==> config.mk <==
export PLATFORM = sky130hd
export DESIGN_NAME = sync_up_counter
export DESIGN_NICKNAME = d
export VERILOG_FILES = /design/src/rtl/sync_up_counter.sv
export SDC_FILE = /design/constraint.sdc
export NUM_CORES = 1
export LEC_CHECK = 0
export CORE_AREA = 2 2 39 41
export CTS_CLUSTER_DIAMETER = 40
export CTS_CLUSTER_SIZE = 24
export DETAILED_ROUTE_END_ITERATION = 8
export DIE_AREA = 0 0 41 43
export PLACE_DENSITY = 0.55
export REMOVE_ABC_BUFFERS = 1
export SLEW_MARGIN = 40
export SYNTH_ARGS = -nofsm -noshare
export SYNTH_HDL_FRONTEND = slang
export SYNTH_SLANG_ARGS = --single-unit
==> constraint.sdc <==
create_clock -name clk -period 1 [get_ports clk]
set_input_delay 0.2 -clock clk [delete_from_list [all_inputs] [get_ports clk]]
set_output_delay 0.2 -clock clk [all_outputs]
set_load 0.1 [all_outputs]
==> src/rtl/sync_up_counter.sv <==
// Fully synchronous modulo-MODULUS up counter with parallel load, terminal count
// for cascading, a wrap pulse, a sticky overflow flag and an illegal-load pulse.
module sync_up_counter #(
    parameter int WIDTH   = 3,
    parameter int MODULUS = 8
) (
    input  logic             clk,
    input  logic             rst,
    input  logic             en,
    input  logic             load,
    input  logic [WIDTH-1:0] load_val,
    input  logic             clr_ovf,
    output logic [WIDTH-1:0] q,
    output logic             tc,
    output logic             wrap,
    output logic             ovf,
    output logic             load_err
);
    localparam bit               IS_POW2 = (MODULUS & (MODULUS - 1)) == 0;
    localparam logic [WIDTH-1:0] TOP     = WIDTH'(MODULUS - 1);
    localparam logic [WIDTH:0]   MOD_EXT = (WIDTH + 1)'(MODULUS);

    logic             at_top;
    logic             do_count;
    logic             do_wrap;
    logic             load_ok;
    logic [WIDTH-1:0] q_inc;

    assign at_top   = (q == TOP);
    assign do_count = en & ~load;
    assign do_wrap  = do_count & at_top;
    assign tc       = do_wrap;
    assign load_ok  = ({1'b0, load_val} < MOD_EXT);

    generate
        if (IS_POW2) begin : g_toggle
            // Bit i toggles when all lower bits are ones; bits at or above
            // log2(MODULUS) never leave zero because illegal loads are rejected.
            localparam int LOG2M = $clog2(MODULUS);
            logic [WIDTH-1:0] ones;
            assign ones[0] = 1'b1;
            for (genvar i = 0; i < WIDTH; i++) begin : g_bit
                if (i < WIDTH - 1) begin : g_chain
                    assign ones[i+1] = ones[i] & q[i];
                end
                if (i < LOG2M) begin : g_tog
                    assign q_inc[i] = q[i] ^ ones[i];
                end else begin : g_zero
                    assign q_inc[i] = 1'b0;
                end
            end
        end else begin : g_cmp
            assign q_inc = at_top ? '0 : q + WIDTH'(1);
        end
    endgenerate

    always_ff @(posedge clk) begin
        if (rst) begin
            q        <= '0;
            wrap     <= 1'b0;
            ovf      <= 1'b0;
            load_err <= 1'b0;
        end else begin
            wrap     <= do_wrap;
            load_err <= load & ~load_ok;
            if (load)
                q <= load_ok ? load_val : '0;
            else if (en)
                q <= q_inc;
            // A wrap in the same cycle as clr_ovf keeps the flag set
            if (do_wrap)
                ovf <= 1'b1;
            else if (clr_ovf)
                ovf <= 1'b0;
        end
    end
endmodule

Word-level counts from Yosys, hierarchy flattened
Cells that the tools add are included.
{ "op_classes": {"n_addsub": 0, "multipliers": 0, "n_div": 0, "n_lt_le_gt_ge": 0, "n_eq_ne": 1, "n_shift": 0, "mux": 4, "bitwise_logic": 7, "n_reduce_logical": 2} }
{ "op_table": {"columns": ["cell", "n"], "rows": [
  ["$mux W3", 2],
  ["$reduce_bool A2 Y1", 2],
  ["$and A1 B1 Y1", 3],
  ["$eq A3 B3 Y1 const B", 1],
  ["$mux W1", 2],
  ["$not A1 Y1", 2],
  ["$xor A1 B1 Y1", 2]
]} }
{ "totals": {"register_bits": 5, "latchBits": 0, "mem_bits_rw": 0, "mem_bits_ro": 0, "inputBits": 8, "wordCells": 17, "memories": 0} }

Longest topological paths before layout
Gate-level depths: netlist of the first run.
{ "logic_depth": {"word_depth": 4, "ltp_mapped": 4} }

Worst setup path before layout of the first run
OpenSTA, ideal clock, no wires.
{ "synth_path": {"kind": "reg-to-output", "from": "register q[0]", "to": "output tc", "arrival_time_ns": 2.084, "t_required_ns": 0.800, "path_slack_ns": -1.284, "path_stages_with_launch": 5, "n_path_buf": 0, "cell_sequence": "dfxtp_1 -> ha_1 -> ha_1 -> nand3b_1 -> inv_1"} }
{ "synth_between": {"elab_chain_cells": 2} }
{ "synth_lines": {"columns": ["element", "line_no", "rtl"], "rows": [
  ["start, declared", "13", "output logic [WIDTH-1:0] q,"],
  ["start signal, assigned", "67", "q <= load_ok ? load_val : '0;"],
  ["start signal, assigned", "69", "q <= q_inc;"],
  ["$eq A3 B3 Y1", "29", "assign at_top = (q == TOP);"],
  ["$and A1 B1 Y1", "31", "assign do_wrap = do_count & at_top;"],
  ["end, declared", "14", "output logic tc,"]
]} }
Every way passes these cells.

Worst setup path after layout of the first run
{ "layout_path": {"from": "register q[1]", "to": "output tc"} }
Same word-level chain as after synthesis.

==> results of run 1 <==
-- registers in the layout, summed over array words and instances (netlist names) --
register  flops
wrap          1
q             3
ovf           1
-- logic make-up after synthesis --
family                   Yosys count  synth area share
XOR/XNOR                           1            0.0363
adder cells (fa/ha/maj)            2             0.104
buffers and inverters              3            0.0622
AND/OR/NAND/NOR                    6             0.150
other                              1            0.0155
flip-flops                         5             0.415
AO/OA/AOI/OAI                      4             0.135
multiplexers                       2            0.0829
-- timing repair --
item | CTS | global route
pin swaps | 2 | 2
gates resized for setup | 10 | 1
endpoints found under the hold margin | 0 | 0
setup endpoints to repair | 7 | 8
-- worst paths after layout --
kind | slack [ns] | end | from
min | 0.50 | ovf$_SDFFE_PP0P_ | ovf$_SDFFE_PP0P_
min reg2reg | 0.50 | ovf$_SDFFE_PP0P_ | ovf$_SDFFE_PP0P_
max reg2reg | -0.07 | q[2]$_SDFFE_PP0P_ | q[1]$_SDFFE_PP0P_
max | -0.42 | tc | q[1]$_SDFFE_PP0P_
-- metal layers --
metal,vias to the layer above,GRT usage
met3,5,0.0785
met5,-,0
met1,96,0.0903
li1,118,-
met4,0,0.0600
met2,13,0.109
-- critical path: stages, from the launching register on --
cell	delay, ns
sky130_fd_sc_hd__dfxtp_2	0.33
sky130_fd_sc_hd__ha_4	0.16
sky130_fd_sc_hd__ha_4	0.14
sky130_fd_sc_hd__nand3b_1	0.12
sky130_fd_sc_hd__inv_2	0.06
sky130_fd_sc_hd__buf_12	0.16
-- report_power, final --
group	switching (mW)	total, mW	internal, mW
logic	0.134	0.240	0.106
clock network	0.0822	0.233	0.151
registers	0.0112	0.224	0.213
-- through the flow --
step	total power, mW	setup TNS [ns]
floorplan	0.347	-5.13
global placement	0.452	-1.18
detailed placement	0.455	-1.21
CTS	0.713	-0.785
global route	0.745	-0.910
finish	0.697	-0.717
-- synth_stat cells (all sizes together) --
cell / count
inv: 2
xnor2: 1
dfxtp: 5
a211oi: 3
a21oi: 1
buf: 1
ha: 2
nor2b: 3
mux2i: 2
nand3b: 1
nand2b: 1
conb: 1
nor2: 1
-- final cells by class --
| cell class | instances | area share |
|---|---|---|
| well taps | 16 | 0.0374 |
| multi-input cells | 16 | 0.283 |
| repair buffers | 17 | 0.418 |
| flip-flops and latches | 5 | 0.199 |
| clock buffers | 4 | 0.0491 |
| inverters | 2 | 0.0140 |
==> Flow_metrics.wiki, run 1 <==
{| class="wikitable"
! Metric !! Value
|-
| Clock latency reported for the late side of the worst-skew pair || 0.24 ns
|-
| Critical path data arrival time || 1.22 ns
|-
| Post-layout util || 0.387
|-
| Post-route cell area || 536 um2
|-
| Wire length of the first global-routing pass || 938 um
|-
| Area inside the core boundary || 1380 um2
|-
| Vias in the first global route || 237
|-
| Post-layout nets || 55
|-
| Mapped Area || 241 um2
|-
| Max-slew violations || 0
|-
| Starting DRC count in detailed routing || 0
|-
| Area share of the largest cell type after synthesis || 0.415
|-
| Leakage power || 0.219 nW
|-
| Final WL || 534 um
|-
| Number of violations of the max-capacitance limit || 0
|-
| Data required time at the worst endpoint || 0.80 ns
|-
| Warnings from Yosys || 0
|-
| Hold-critical path depth || 2
|-
| CP endpoint kind || primary output
|-
| Setup repair after global routing missed its margin || true
|-
| Final hold vios || 0
|-
| Hold slack final || 0.496 ns
|-
| Postcts setup bufs || 0
|-
| Worst Reg-to-Reg Cells || 4
|-
| Routed wire length on met2 || 236 um
|-
| H-tree depth reported by CTS || 1
|-
| #FFs+latches synth || 5
|-
| Most common cell after layout, fill and taps aside || sky130_fd_sc_hd__clkdlybuf4s50_1
|-
| Final worst clock skew || 0.00290 ns
|-
| Yosys top cell by area || sky130_fd_sc_hd__dfxtp_1
|-
| Buffer type at the clock tree root || sky130_fd_sc_hd__clkbuf_4
|-
| Worst-path fanout max || 3
|-
| Hold buffer count at cts || 0
|-
| Outcome || finished, violations left
|-
| Classification of the worst-slack hold path || flop to flop
|-
| Worst slack at placement || -0.403 ns
|-
| Average wire per standard cell || 8.90 um
|-
| DIE WIDTH || 41 um
|-
| Kind of critical path || flop to primary output
|-
| Min Tclk post-route || 1.42 ns
|-
| Ports placed on the boundary || 15
|-
| Placement row count || 14
|-
| Total power divided by cell area || 1300 nW/um2
|-
| IO buf count || 13
|-
| Post-DP Area || 474 um2
|-
| Count of TritonRoute iterations in the first routing pass || 1
|-
| Final critical-path share of the clock period || 1.42
|-
| Clock sink count || 5
|-
| Maximum clock frequency || 704 MHz
|-
| Antenna Nets Post-Route || 0
|-
| Final Worst Setup Slack || -0.419 ns
|-
| Layout-stage area growth over the synthesis result || 122%
|-
| Type of origin of the critical path || flop
|-
| Post-Syn Area per Cell || 10.1 um2
|-
| Violations in the final reports || setup timing
|-
| Number of diodes || 0
|-
| Fill cell count || 138
|-
| Gr usage total || 0.0874
|-
| Global-route congestion overflow total || 0
|-
| Finished Layout Cells || 60
|-
| RD Place Congestion || 0.691
|-
| Vias per cell || 3.87
|-
| CTS tree || built
|-
| Fraction of final layout cells with drive strength greater than 1 || 0.500
|-
| Post-CTS clock slew at the launch and capture registers of the worst setup and hold paths || 0.04 ns
|-
| Number of clock buffers inserted by TritonCTS || 3
|-
| Highest routed layer || met4
|-
| Starting utilization of the core area || 0.175
|-
| Total number of vias || 232
|-
| Area of all sequential standard cells || 106 um2
|-
| Buffer levels on the longest clock path || 2
|-
| Commonest cells after routing, fill and taps aside || sky130_fd_sc_hd__clkdlybuf4s50_1, sky130_fd_sc_hd__buf_12, sky130_fd_sc_hd__dfxtp_2
|-
| Share of synthesized area occupied by flip-flops and latches || 0.415
|-
| Count of distinct cell types in the synthesized netlist || 14
|-
| Final setup violation count || 5
|-
| Pin count of the biggest net entering global routing || 6
|-
| Post-route DRC || 0
|-
| DR WL met3 || 68 um
|-
| Height of the die || 43 um
|-
| Number of cells after detailed placement || 56
|-
| Routed metal-1 wirelength || 216 um
|-
| Antenna violations before repair || 0
|-
| Max rail drop VDD || 0.631 mV
|-
| Multi-input gate area in the final layout || 151 um2
|-
| Die Area || 1760 um2
|-
| Instance count of the mapped netlist || 24
|-
| Leading post-synthesis cells by cell area || sky130_fd_sc_hd__dfxtp_1, sky130_fd_sc_hd__ha_1, sky130_fd_sc_hd__mux2i_1
|}
Note: power is estimated with default switching activity, not from simulation.
==> run 2: changes to the inputs <==
--- a/config.mk
+++ b/config.mk
@@ -6,7 +6,7 @@
 export NUM_CORES = 1
 export LEC_CHECK = 0
 export CORE_AREA = 2 2 39 41
-export CTS_CLUSTER_DIAMETER = 40
+export CTS_CLUSTER_DIAMETER = 100
 export CTS_CLUSTER_SIZE = 24
 export DETAILED_ROUTE_END_ITERATION = 8
 export DIE_AREA = 0 0 41 43
==> results of run 2 <==
Final layout, timing and power as in run 1 (identical DEF).
